File: src/rtl/ctrig_pkg.sv
// Shared definitions for the trigger burst sequencer and the clock/trigger datapath.
// The frame length and state encodings live here so both sides agree on frame alignment.
package ctrig_pkg;

  localparam int unsigned FrameLen = 4;
  localparam int unsigned PhaseW   = $clog2(FrameLen);
  localparam logic [PhaseW-1:0] PhaseLast = PhaseW'(FrameLen - 1);

  typedef enum logic [2:0] {
    StIdle,
    StDelay,
    StHigh,
    StGap,
    StDone
  } ctrig_state_e;

endpackage

File: src/rtl/frame_phase_counter.sv
// Free-running frame phase counter; one frame is FrameLen cycles, phase 0 is the frame boundary.
module frame_phase_counter
  import ctrig_pkg::*;
(
  input  logic              fastclk,
  input  logic              reset,
  output logic [PhaseW-1:0] phase
);

  always_ff @(posedge fastclk or posedge reset) begin
    if (reset) begin
      phase <= '0;
    end else if (phase == PhaseLast) begin
      phase <= '0;
    end else begin
      phase <= phase + PhaseW'(1);
    end
  end

endmodule

File: src/rtl/trig_burst_sequencer.sv
// Frame-aligned trigger burst sequencer: delay, then cfg_count bursts of cfg_width high frames
// separated by cfg_gap low frames. Idle passthrough of an external trigger when enabled.
module trig_burst_sequencer
  import ctrig_pkg::*;
#(
  parameter int unsigned CNT_W = 8
) (
  input  logic             fastclk,
  input  logic             reset,
  input  logic             start,
  input  logic             abort,
  input  logic [CNT_W-1:0] cfg_delay,
  input  logic [CNT_W-1:0] cfg_width,
  input  logic [CNT_W-1:0] cfg_gap,
  input  logic [CNT_W-1:0] cfg_count,
  input  logic             ext_en,
  input  logic             ext_trigger,
  output logic             trigger_out,
  output logic             busy,
  output logic             done,
  output logic             aborted,
  output logic             cfg_err,
  output logic [CNT_W-1:0] burst_idx
);

  localparam logic [CNT_W-1:0] CntOne = CNT_W'(1);

  logic [PhaseW-1:0] phase;
  logic              tick;

  frame_phase_counter u_phase (
    .fastclk (fastclk),
    .reset   (reset),
    .phase   (phase)
  );

  assign tick = (phase == PhaseLast);

  ctrig_state_e     state_q;
  logic [CNT_W-1:0] cnt_q;
  logic [CNT_W-1:0] width_q;
  logic [CNT_W-1:0] gap_q;
  logic [CNT_W-1:0] count_q;
  logic             abort_pend_q;

  logic             accept;
  logic             reject;
  logic             abort_now;
  logic [CNT_W-1:0] gap_reload;
  logic [CNT_W-1:0] idx_inc;

  // start together with abort is dropped without raising cfg_err
  assign accept     = start && !abort && (cfg_width != '0) && (cfg_count != '0);
  assign reject     = start && !abort && !accept;
  assign abort_now  = abort || abort_pend_q;
  assign gap_reload = (gap_q == '0) ? '0 : gap_q - CntOne;
  assign idx_inc    = burst_idx + CntOne;

  always_ff @(posedge fastclk or posedge reset) begin
    if (reset) begin
      state_q      <= StIdle;
      cnt_q        <= '0;
      width_q      <= '0;
      gap_q        <= '0;
      count_q      <= '0;
      abort_pend_q <= 1'b0;
      trigger_out  <= 1'b0;
      busy         <= 1'b0;
      done         <= 1'b0;
      aborted      <= 1'b0;
      cfg_err      <= 1'b0;
      burst_idx    <= '0;
    end else begin
      done    <= 1'b0;
      cfg_err <= 1'b0;
      unique case (state_q)
        StIdle: begin
          if (accept) begin
            width_q      <= cfg_width;
            gap_q        <= cfg_gap;
            count_q      <= cfg_count;
            cnt_q        <= cfg_delay;
            burst_idx    <= '0;
            abort_pend_q <= 1'b0;
            aborted      <= 1'b0;
            busy         <= 1'b1;
            trigger_out  <= 1'b0;
            state_q      <= StDelay;
          end else begin
            cfg_err <= reject;
            if (!ext_en) begin
              trigger_out <= 1'b0;
            end else if (tick) begin
              trigger_out <= ext_trigger;
            end
          end
        end

        StDelay, StGap: begin
          if (tick) begin
            if (abort_now) begin
              state_q      <= StDone;
              busy         <= 1'b0;
              done         <= 1'b1;
              aborted      <= 1'b1;
              trigger_out  <= 1'b0;
              abort_pend_q <= 1'b0;
            end else if (cnt_q == '0) begin
              state_q     <= StHigh;
              cnt_q       <= width_q - CntOne;
              trigger_out <= 1'b1;
            end else begin
              cnt_q <= cnt_q - CntOne;
            end
          end else if (abort) begin
            abort_pend_q <= 1'b1;
          end
        end

        StHigh: begin
          if (tick) begin
            // A truncated burst is not counted
            if (abort_now) begin
              state_q      <= StDone;
              busy         <= 1'b0;
              done         <= 1'b1;
              aborted      <= 1'b1;
              trigger_out  <= 1'b0;
              abort_pend_q <= 1'b0;
            end else if (cnt_q == '0) begin
              burst_idx   <= idx_inc;
              trigger_out <= 1'b0;
              if (idx_inc == count_q) begin
                state_q <= StDone;
                busy    <= 1'b0;
                done    <= 1'b1;
                aborted <= 1'b0;
              end else begin
                state_q <= StGap;
                cnt_q   <= gap_reload;
              end
            end else begin
              cnt_q <= cnt_q - CntOne;
            end
          end else if (abort) begin
            abort_pend_q <= 1'b1;
          end
        end

        StDone: begin
          state_q <= StIdle;
        end

        default: begin
          state_q <= StIdle;
        end
      endcase
    end
  end

endmodule

File: config.mk
export PLATFORM = sky130hd
export DESIGN_NAME = trig_burst_sequencer
export DESIGN_NICKNAME = d
export VERILOG_FILES = /design/src/rtl/ctrig_pkg.sv /design/src/rtl/frame_phase_counter.sv /design/src/rtl/trig_burst_sequencer.sv
export SDC_FILE = /design/constraint.sdc
export NUM_CORES = 1
export LEC_CHECK = 0
export ABC_AREA = 1
export CAP_MARGIN = 15
export CORE_ASPECT_RATIO = 1.4
export CORE_UTILIZATION = 58
export CTS_CLUSTER_SIZE = 14
export DETAILED_ROUTE_END_ITERATION = 10
export PLACE_DENSITY = 0.84
export REMOVE_ABC_BUFFERS = 1
export SETUP_SLACK_MARGIN = 0.2
export SLEW_MARGIN = 20
export SYNTH_ARGS = -nofsm -noshare
export SYNTH_HDL_FRONTEND = slang
export SYNTH_HIERARCHICAL = 1
export SYNTH_SLANG_ARGS = --single-unit
File: constraint.sdc
create_clock -name fastclk -period 4.3 [get_ports fastclk]
set_clock_uncertainty 0.2 [all_clocks]
set_input_delay 1.075 -clock fastclk [delete_from_list [all_inputs] [get_ports fastclk]]
set_output_delay 1.075 -clock fastclk [all_outputs]
set_load 0.05 [all_outputs]
Word-level counts from Yosys, hierarchy flattened:

Index checks and enable logic that the tools add are counted.

* output and inout bits: 13
* register bits after elaboration: 51

* add/sub/neg operators: 5
* equal/unequal tests: 19
* reduce and logical (&&, ||, !) cells: 24
* mux-type cells: 61

Operator list (count)
* two-way mux 8 bit: 13
* two-way mux 1 bit: 31
* two-way mux 3 bit: 8
* one-hot mux 8 bit (3 select lines): 1
* subtractor 8 x 1 -> 8 bit, second input constant: 3
* logical NOT 8 bit: 2
* one-hot mux 8 bit (2 select lines): 1
* nonzero test 8 bit: 2
* != test 2 bit, second input constant: 7
* AND reduction 7 bit: 2
* != test 3 bit, second input constant: 4
* AND reduction 5 bit: 2
* one-hot mux 1 bit (3 select lines): 3
* one-hot mux 3 bit (3 select lines): 1
* adder 8 x 1 -> 8 bit, second input constant: 1
* == test 8 bit: 1
* == test 3 x 2 -> 1 bit, second input constant: 2
* AND reduction 6 bit: 1
* logical AND 1 bit: 4
* != test 4 bit, second input constant: 1
* one-hot mux 1 bit (2 select lines): 2
* AND reduction 4 bit: 1
* nonzero test 2 bit: 2
* == test 3 x 1 -> 1 bit, second input constant: 1
* 12 further kinds: 13

Longest topological paths before layout:

Gate-level depths: netlist (run 1).

* depth after elaboration: 8
* mapped depth: 14
* gate-level depth less buffers: 14

Modules after synthesis:

The synthesis (run 1) kept the hierarchy.

By module, submodules not included
* trig_burst_sequencer: instances 1, cells an instance 456, area an instance 3188.1 um2, seq. area each 1226.2 um2
* frame_phase_counter: instances 1, cells an instance 5, area an instance 70.1 um2, seq. area each 50.0 um2

Worst setup path before layout (run 1):

OpenSTA, ideal clock, no wires.

* path kind: input to register
* start: in cfg_width[4]
* end: reg cnt_q[7]
* slack: 1923 ps
* data required time: 3982 ps
* arrival time: 2058 ps
* setup time: 118 ps
* buffers on the path: 0
* cell stages on the path: 11
* cells stage by stage: inv_1 > nand2_1 > nor3_1 > nand2_1 > nand3_1 > nand2_1 > nand2_1 > nor2_2 > nand2_4 > nand2_1 > nand2_1

* word-level cells in the longest chain between the ends: 5

RTL lines
* start: declaration: RTL line trig_burst_sequencer.sv:13 `input logic [CNT_W-1:0] cfg_width,`
* nonzero test 8 bit: RTL line trig_burst_sequencer.sv:53 `assign accept = start && !abort && (cfg_width != '0) && (cfg_count != '0);`
* logical AND 1 bit (2 in a row): RTL line trig_burst_sequencer.sv:53
* != test 2 bit (no source line)
* AND reduction 7 bit (no source line)
* end signal: assignment: RTL line trig_burst_sequencer.sv:82 `cnt_q <= cfg_delay;`
* end signal: assignment: RTL line trig_burst_sequencer.sv:110 `cnt_q <= width_q - CntOne;`
* end signal: assignment: RTL line trig_burst_sequencer.sv:113 `cnt_q <= cnt_q - CntOne;`
* end: declaration: RTL line trig_burst_sequencer.sv:40 `logic [CNT_W-1:0] cnt_q;`

Every way passes these cells.
A chain may end at the register's enable or synchronous reset.

Worst setup path in the final report (run 1):

* start: reg burst_idx[2]
* end: out burst_idx[2]

RTL lines
* start: declaration: RTL line trig_burst_sequencer.sv:23 `output logic [CNT_W-1:0] burst_idx`
* start signal: assignment: RTL line trig_burst_sequencer.sv:131 `burst_idx <= idx_inc;`

No word-level cell between the ends.

==> results.txt, run 1 <==
Synth Area in XOR/XNOR: 1.61%
Die Height: 90.7 um
sequential area share after synthesis: 39.2%
Worst Path Max Fanout: 8
number of setup buffers added after CTS: 0
Slew HR: 43.4%
vias in the first global route: 3065
Worst-Margin Slew: 0.847 ns
largest family of logic cells by synthesized area: simple AND/OR/NAND/NOR gates
DP Wirelength: 6.05 mm
Clk pwr share: 13.2%
post-detailed-route via-to-cell ratio: 5.51
RSZ-0062 raised after global routing: false
GP Congestion: 0.970
core footprint: 5280 sq um
Worst-Skew Late Latency: 0.31 ns
Top FF cell, synth: dfrtp_1
final WL: 7.71 mm
dpl cell area: 3810 sq um
status: finished clean
Vias: 3180
Synth warnings: 6
clk slew on worst S/H paths: 0.09 ns
Synth cell types: 31
Port Buffers: 50
DRC: 0
setup_tns: 0 ns
Top Family by Delay on Critical Path: buffers and inverters
Starting Density: 61.8%
DRT antenna net count: 0
most common cell in the netlist: nand2_1
CP endpoint kind: primary output
chip width: 65.3 um
cells along the critical path: clkdlybuf4s50_1
compound-cell area share of the yosys netlist: 8.18%
clock tree root buffer cell: clkbuf_8
Max-Cap Viols: 0
largest cells by area after synthesis: dfrtp_1 39%, nand2_1 14%, nand3_1 12%
# setup viols final: 0
WP data arrival: 1.71 ns
worst slack, placed: 1.01 ns
Hold Fails Final Rpt: 0
largest net degree at the start of global routing: 50
asr flop ratio synth: 100%
Congestion Overflow GR: 0
drt initial violations: 186
Logic pwr share: 54.3%
initial antenna violation count: 0
Avg Cell Area, Syn: 7.07 sq um
mux cell area share after synthesis: 1.04%
final instance area: 3920 sq um
VDD IR-drop max: 0.369 mV
I/O pin total: 51
DIE AREA: 5930 sq um
Sink Count: 51
share of cells above drive strength 1: 7.05%
Tot Pwr: 2.52 mW
EDFF count, synth: 0
Site Rows: 31
post-synth top area share: 39.2%
Worst Path Required: 3.02 ns
Tmin final: 2.98 ns
Final WS setup: 1.32 ns
fmax: 335 MHz
commonest cells in the netlist: 122 x nand2_1, 76 x nand3_1, 55 x inv_1
P_sw: 1.21 mW
Bufs on Longest Clock Path: 2
# hold bufs at CTS: 0
critical path's slowest cell: clkdlybuf4s50_1
Mapped Area: 3260 sq um
Final period util: 69.4%
Power Dens Cells: 643 nW/um^2
Fill cells: 424
Crit path largest cell delay: 0.87 ns
Synth Area in Simple Gates: 39.3%
placed cells: 570
Int Pwr: 1.31 mW
type of origin of the critical path: flip-flop
Flop pwr share: 32.5%
Layout area overhead: 20.2%
Max H-tree Level: 2
Yosys reg bits: 51
nets@finish: 556
crit path buf inv count: 1
HP Class: flip-flop to flip-flop
switching part of the total power: 48.1%
non-filler cells in the finished layout: 577
fin. max-slew vios: 0
post-cts gate resize count: 0
global-route wire length before repair: 13.2 mm
GRT Total Usage: 28.8%
Post-Synth Adder-Cell Area: 2.69%
kind of critical path: flip-flop to primary output
CTS tree: yes
largest area contributor in the netlist: dfrtp_1
CTS Buf Count: 5
LEAKAGE: 1.89 nW
Diodes inserted: 0
wire length per cell after detailed routing: 13.4 um
DR pass1 iterations: 5
cell count after synthesis: 461
==> path summary, 6_finish.rpt <==
kind	startpoint	end	slack, ns	depth (start not counted)
worst max-delay path	burst_idx[2]$_DFFE_PP0P_	burst_idx[2]	1.32	1
worst min-delay path	cnt_q[1]$_DFFE_PP0P_	cnt_q[1]$_DFFE_PP0P_	0.28	2
worst max register to register	state_q[0]$_DFFE_PP0P_	cnt_q[1]$_DFFE_PP0P_	1.62	10
worst min register to register	cnt_q[1]$_DFFE_PP0P_	cnt_q[1]$_DFFE_PP0P_	0.28	2
max in group asynchronous	reset	cnt_q[0]$_DFFE_PP0P_	2.35	2
min in group asynchronous	reset	u_phase/phase[1]$_DFF_PP0_	0.76	2
==> placed cells by master, fill, tap and decap left out, types with 2 or more instances in the layout <==
| master | synthesis | layout |
|---|---|---|
| nand2_1 | 122 | 122 |
| nand3_1 | 76 | 76 |
| inv_1 | 55 | 54 |
| dfrtp_1 | 51 | 51 |
| clkdlybuf4s50_1 | 0 | 50 |
| nor2_1 | 37 | 37 |
| o21ai_0 | 25 | 25 |
| a21oi_1 | 14 | 14 |
| nand4_1 | 10 | 10 |
| nor3_1 | 8 | 8 |
| ha_1 | 7 | 7 |
| nor2_2 | 6 | 6 |
| xor2_1 | 5 | 5 |
| o21ai_1 | 5 | 5 |
| clkbuf_8 | 0 | 5 |
| inv_2 | 4 | 4 |
| nor2_4 | 4 | 4 |
| nand2_2 | 3 | 3 |
| o31ai_1 | 3 | 3 |
| mux2_2 | 3 | 3 |
| nand2_4 | 2 | 2 |
| nand3b_1 | 2 | 2 |
| nand3_2 | 2 | 2 |
| o211ai_1 | 2 | 2 |
| or2_2 | 2 | 2 |
==> registers in the layout, summed over array words and instances, names as in the netlist <==
signal	flops
burst_idx	8
cnt_q	8
count_q	8
gap_q	8
width_q	8
state_q	3
u_phase/phase	2
abort_pend_q	1
aborted	1
busy	1
cfg_err	1
done	1
trigger_out	1
==> stage by stage <==
stage | utilization (%) | hold slack [ns]
2_1_floorplan | - | 0.242
3_3_place_gp | 72.3 | 0.261
3_5_place_dp | 72.3 | 0.268
4_1_cts | 74.2 | 0.290
5_1_grt | 74.2 | 0.323
6_report | 74.2 | 0.284
==> metal layers <==
| metal | GRT usage [%] | up-vias | wire length, um |
|---|---|---|---|
| met2 | 52.0 | 88 | 4170 |
| met5 | 0 | - | 0 |
| li1 | - | 1613 | - |
| met3 | 3.66 | 19 | 276 |
| met1 | 32.2 | 1460 | 3040 |
| met4 | 13.6 | 0 | 221 |
==> logic make-up after synthesis <==
logic type | after synthesis
DFF | 51
AOI/OAI and AO/OA | 50
adders and majority gates | 7
and+or+nand+nor | 276
buffers and inverters | 68
xor gates and xnor gates | 6
muxes | 3
==> final cells by class <==
cell class	instances	area, sq um	share of cell area [%]
Multi-Input combinational cell	342	1720	43.9
Sequential cell	51	1280	32.6
Timing Repair Buffer	51	508	13.0
Inverter	60	226	5.78
Tap cell	66	82.6	2.11
Clock buffer	6	72.6	1.85
Clock inverter	1	30.0	0.767
==> power by group through the flow <==
stage               logic, mW  registers (mW)  clock network (mW)
CTS                      1.36           0.815               0.332
global placement         1.32           0.819                   0
floorplan               0.957           0.867                   0
detailed placement       1.36           0.825                   0
global route             1.54           0.845               0.350
finish                   1.37           0.818               0.333
(Power assumes the default switching activity.)
==> run 2: changes to the inputs <==
--- a/config.mk
+++ b/config.mk
@@ -8,10 +8,10 @@
 export ABC_AREA = 1
 export CAP_MARGIN = 15
 export CORE_ASPECT_RATIO = 1.4
-export CORE_UTILIZATION = 58
+export CORE_UTILIZATION = 54
 export CTS_CLUSTER_SIZE = 14
 export DETAILED_ROUTE_END_ITERATION = 10
-export PLACE_DENSITY = 0.84
+export PLACE_DENSITY = 0.79
 export REMOVE_ABC_BUFFERS = 1
 export SETUP_SLACK_MARGIN = 0.2
 export SLEW_MARGIN = 20
==> constraint.sdc (replaced) <==
create_clock -name fastclk -period 2.9 [get_ports fastclk]
set_clock_uncertainty 0.2 [all_clocks]
set_input_delay 0.725 -clock fastclk [delete_from_list [all_inputs] [get_ports fastclk]]
set_output_delay 0.725 -clock fastclk [all_outputs]
set_load 0.05 [all_outputs]
==> run 2 against run 1 <==
Against the previous run:
- combinational power rose by 50%
- power grew 47%
- first-iteration DRC count decreased by 17%
- critical path depth unchanged
- worst hold slack worse by 0.011 ns
- clock-buffer cell count increased by 1
- via count grew 1.1%
- clock power rose by 21%
- final area increased by 0.70%
- non-clock buffer count is 6 higher
- largest cell class unchanged
- highest routed layer unchanged
==> results.txt, run 2 (synthesis gave the netlist of run 1 again) <==
Slew HR: 66.6%
fmax: 379 MHz
Tmin final: 2.64 ns
post-detailed-route via-to-cell ratio: 5.47
Clk pwr share: 11.0%
Diodes inserted: 0
Logic pwr share: 55.7%
clock tree root buffer cell: clkbuf_8
Crit path largest cell delay: 0.87 ns
DRC: 0
wire length per cell after detailed routing: 13.8 um
Bufs on Longest Clock Path: 2
DIE AREA: 6350 sq um
critical path's slowest cell: clkdlybuf4s50_1
core footprint: 5820 sq um
multi-input logic area: 1720 sq um
Die Height: 93.9 um
largest net degree at the start of global routing: 34
Sink Count: 51
CTS Buf Count: 5
# hold bufs at CTS: 0
post-cts gate resize count: 0
Final period util: 91.1%
fin. max-slew vios: 0
Max-Cap Viols: 0
most frequent cells in the layout: 122 x nand2_1, 76 x nand3_1, 54 x inv_1, 51 x dfrtp_1, 50 x clkdlybuf4s50_1
Worst Path Max Fanout: 9
kind of critical path: flip-flop to primary output
CTS tree: yes
setup_tns: 0 ns
Int Pwr: 1.87 mW
Worst Path Required: 1.98 ns
vias in the first global route: 3101
P_sw: 1.82 mW
Worst-Margin Slew: 0.499 ns
Max H-tree Level: 2
Hold Fails Final Rpt: 0
clk slew on worst S/H paths: 0.09 ns
Worst-Skew Late Latency: 0.31 ns
GP Congestion: 0.968
HP Class: flip-flop to flip-flop
cells along the critical path: clkdlybuf4s50_1
Layout area overhead: 21.0%
drt initial violations: 154
Port Buffers: 50
I/O pin total: 51
CP endpoint kind: primary output
number of setup buffers added after CTS: 0
Starting Density: 56.0%
Vias: 3215
switching part of the total power: 49.2%
WP data arrival: 1.72 ns
Site Rows: 33
VDD IR-drop max: 0.514 mV
share of cells above drive strength 1: 8.11%
chip width: 67.7 um
nets@finish: 562
type of origin of the critical path: flip-flop
Flop pwr share: 33.4%
RSZ-0062 raised after global routing: false
GRT Total Usage: 28.5%
crit path buf inv count: 1
# setup viols final: 0
status: finished clean
DP Wirelength: 6.58 mm
WHS: 0.274 ns
final WL: 8.13 mm
DR pass1 iterations: 4
FF+latch area: 1280 sq um
global-route wire length before repair: 13.6 mm
Congestion Overflow GR: 0
Fill cells: 526
commonest non-fill, non-tap cell in the layout: nand2_1
DRT antenna net count: 0
Top Family by Delay on Critical Path: buffers and inverters
LEAKAGE: 1.90 nW
initial antenna violation count: 0
Power Dens Cells: 936 nW/um^2
## run 2: cell count changes in the layout (fill, tap and decap cells not counted), sizes merged
cell	delta
buf	+6
inv	+1
bufinv	-1
clkbuf	+1
## run 2: area by class of cell
| cell class | instances | area share, % |
|---|---|---|
| repair buffers | 57 | 14.0 |
| clock buffers | 7 | 1.94 |
| well taps | 70 | 2.22 |
| multi-input cells | 342 | 43.6 |
| inverters | 60 | 5.71 |
| clock inverters | 1 | 0.127 |
| flip-flops and latches | 51 | 32.4 |
## run 2: worst paths after layout
path                                                  from  slack (ns)                          to  depth (start not counted)
max in group asynchronous                            reset        1.42      count_q[3]$_DFFE_PP0P_                          3
worst max register to register    burst_idx[0]$_DFFE_PP0P_        0.56            busy$_DFFE_PP0P_                         12
worst min-delay path            u_phase/phase[0]$_DFF_PP0_        0.27  u_phase/phase[0]$_DFF_PP0_                          1
min in group asynchronous                            reset        0.41  u_phase/phase[1]$_DFF_PP0_                          2
worst max-delay path              burst_idx[3]$_DFFE_PP0P_        0.26                burst_idx[3]                          1
worst min register to register  u_phase/phase[0]$_DFF_PP0_        0.27  u_phase/phase[0]$_DFF_PP0_                          1
## run 2: per-layer routing
metal	track usage [%]	vias to the layer above	wire, um
met4	15.4	0	361
met2	52.9	89	4360
met1	29.1	1481	3160
met3	4.37	27	243
li1	-	1618	-
met5	0	-	0
## run 2: per-stage QoR
step / setup slack (ns) / total power [mW] / util, % / cell area [sq um] / std cells
floorplan: 0.136 / 2.70 / - / 3220 / 453
global placement: 0.271 / 3.24 / 66.3 / 3860 / 580
detailed placement: 0.194 / 3.29 / 66.3 / 3860 / 580
CTS: 0.265 / 3.71 / 67.7 / 3940 / 588
global route: 0.211 / 4.02 / 67.7 / 3940 / 588
finish: 0.259 / 3.69 / 67.7 / 3940 / 588
## run 2: power groups by stage
stage               sequential (mW)  combinational [mW]  clock [mW]
floorplan                      1.29                1.42           0
global placement               1.23                2.01           0
detailed placement             1.24                2.05           0
CTS                            1.23                2.06       0.417
global route                   1.26                2.31       0.445
finish                         1.23                2.06       0.404
==> variant: new RTL, flow settings as in run 2 <==
Encoding of `ctrig_state_e`: now one-hot (5 bits for 5 states).
--- a/src/rtl/ctrig_pkg.sv
+++ b/src/rtl/ctrig_pkg.sv
@@ -8,8 +8,8 @@
 
-  typedef enum logic [2:0] {
-    StIdle,
-    StDelay,
-    StHigh,
-    StGap,
-    StDone
+  typedef enum logic [4:0] {
+    StIdle  = 5'b00001,
+    StDelay = 5'b00010,
+    StHigh  = 5'b00100,
+    StGap   = 5'b01000,
+    StDone  = 5'b10000
   } ctrig_state_e;
Behaviour: same outputs for any inputs over 10 cycles, from zero or initial values and one cycle with reset high; not proved beyond that.
==> variant against run 2 <==
Total power fell by 5.5%. Sequential cell count rose by 2. Setup slack improved by 0.0091 ns. Wire length rose by 1.1%. Die area rose by 5.8%. First-iteration DRC count rose by 26%. Cell area rose by 4.9%. Area after synthesis rose by 5.9%. Largest cell class unchanged. Highest routed layer unchanged.
==> variant: results <==
set metrics [dict create \
    outcome "finished clean" \
    via_count 3326 \
    wl_um 8220 \
    ys.flop_type "dfrtp_1" \
    yosysSeqAreaShare_pct 38.5 \
    worst_slew_pin_slew_ns 0.506 \
    met3WireLength_um 309 \
    gp_congestion 0.911 \
    clk_pin_slew_ns 0.10 \
    path_delay_family "buffers and inverters" \
    fillers 560 \
    wl_met2_um 4480 \
    cts_made_buffers 5 \
    placed_area_sq_um 4050 \
    track_usage_pct 26.2 \
    layout-drive-gt1-share_pct 7.97 \
    met1Wirelength_um 3190 \
    synthDistinctLibCells 32 \
    max-vdd-ir-drop_uv 395 \
    regToRegSetupSlack_ns 0.66 \
    initialDrtViolationCount 194 \
    portBuffers 50 \
    fin_tns_setup_ns 0 \
    synthTopCellsByCount "174 x nand2_1, 59 x nand3_1, 56 x inv_1" \
    dp_hpwl_um 6430 \
    worstPathArrival_ns 1.71 \
    leakagePower_nw 2.06 \
    switching_power_mw 1.68 \
    finalNetCount 596 \
    grt_max_degree 44 \
    synth_area_leaders "dfrtp_1 38%, nand2_1 19%, nand3_1 8.6%" \
    first_global_vias 3219 \
    grt_pass1_wl_um 13900 \
    slowest_delay_ns 0.86 \
    cts_root_buf "clkbuf_8" \
    htree_levels 2 \
    dr.pass1.iters 4 \
    hp-class "flop to flop" \
    crit_fanout 9 \
]
-- variant: cell types whose count changed in the layout (fill, tap and decap cells not counted), sizes merged, moves of 2 or more --
cell    change
a21oi      -13
buf         -3
clkbuf      -2
mux2        -3
nand2      +55
nand3      -14
nand3b      -2
nor2       +15
nor3        -7
xor2        +2
-- variant: cell type report --
type                    count  area [sq um]  area share [%]
multi-input cells         378          1870            45.1
clock inverters             3          21.3           0.514
flip-flops and latches     53          1330            32.1
well taps                  72          90.1            2.18
clock buffers               5          68.8            1.66
inverters                  59           221            5.35
repair buffers             54           543            13.1
-- variant: cell families (layout without fill, tap and decap cells) --
kind of cell / count (synthesis) / count (layout) / synth area share (%)
buf+inv: 66 / 121 / 7.54
compound gates: 39 / 39 / 6.24
xor+xnor: 9 / 9 / 2.28
fa+ha+maj: 7 / 7 / 2.54
flops: 53 / 53 / 38.5
simple gates: 323 / 323 / 42.9
-- variant: final timing paths --
| check | startpoint | endpoint | cells past startpoint |
|---|---|---|---|
| max in group asynchronous | reset | abort_pend_q | 3 |
| min reg2reg | u_phase/phase[0] | u_phase/phase[0] | 1 |
| max reg2reg | burst_idx[0] | cnt_q[7] | 14 |
| min in group asynchronous | reset | u_phase/phase[1] | 2 |
| min | u_phase/phase[0] | u_phase/phase[0] | 1 |
| max | burst_idx[2] | burst_idx[2] | 1 |
-- variant: per-stage QoR --
step / setup WS [ns] / hold slack, ns / cells
2_1_floorplan: -0.0880 / 0.242 / 490
5_1_grt: 0.204 / 0.315 / 624
3_3_place_gp: 0.186 / 0.254 / 616
6_report: 0.268 / 0.278 / 624
4_1_cts: 0.258 / 0.282 / 624
3_5_place_dp: 0.128 / 0.261 / 616
-- variant: power groups by stage --
stage / Combinational (mW) / Clock, mW / Sequential, mW
6_report: 1.83 / 0.432 / 1.23
5_1_grt: 2.08 / 0.469 / 1.26
4_1_cts: 1.83 / 0.444 / 1.22
3_5_place_dp: 1.82 / 0 / 1.23
3_3_place_gp: 1.76 / 0 / 1.23
2_1_floorplan: 1.32 / 0 / 1.25
-- variant: routing by layer --
metal  vias up  track usage, %
met5         -               0
met4         0            13.6
met3        22            3.53
met2        83            51.1
met1      1532            27.4
li1       1689               -
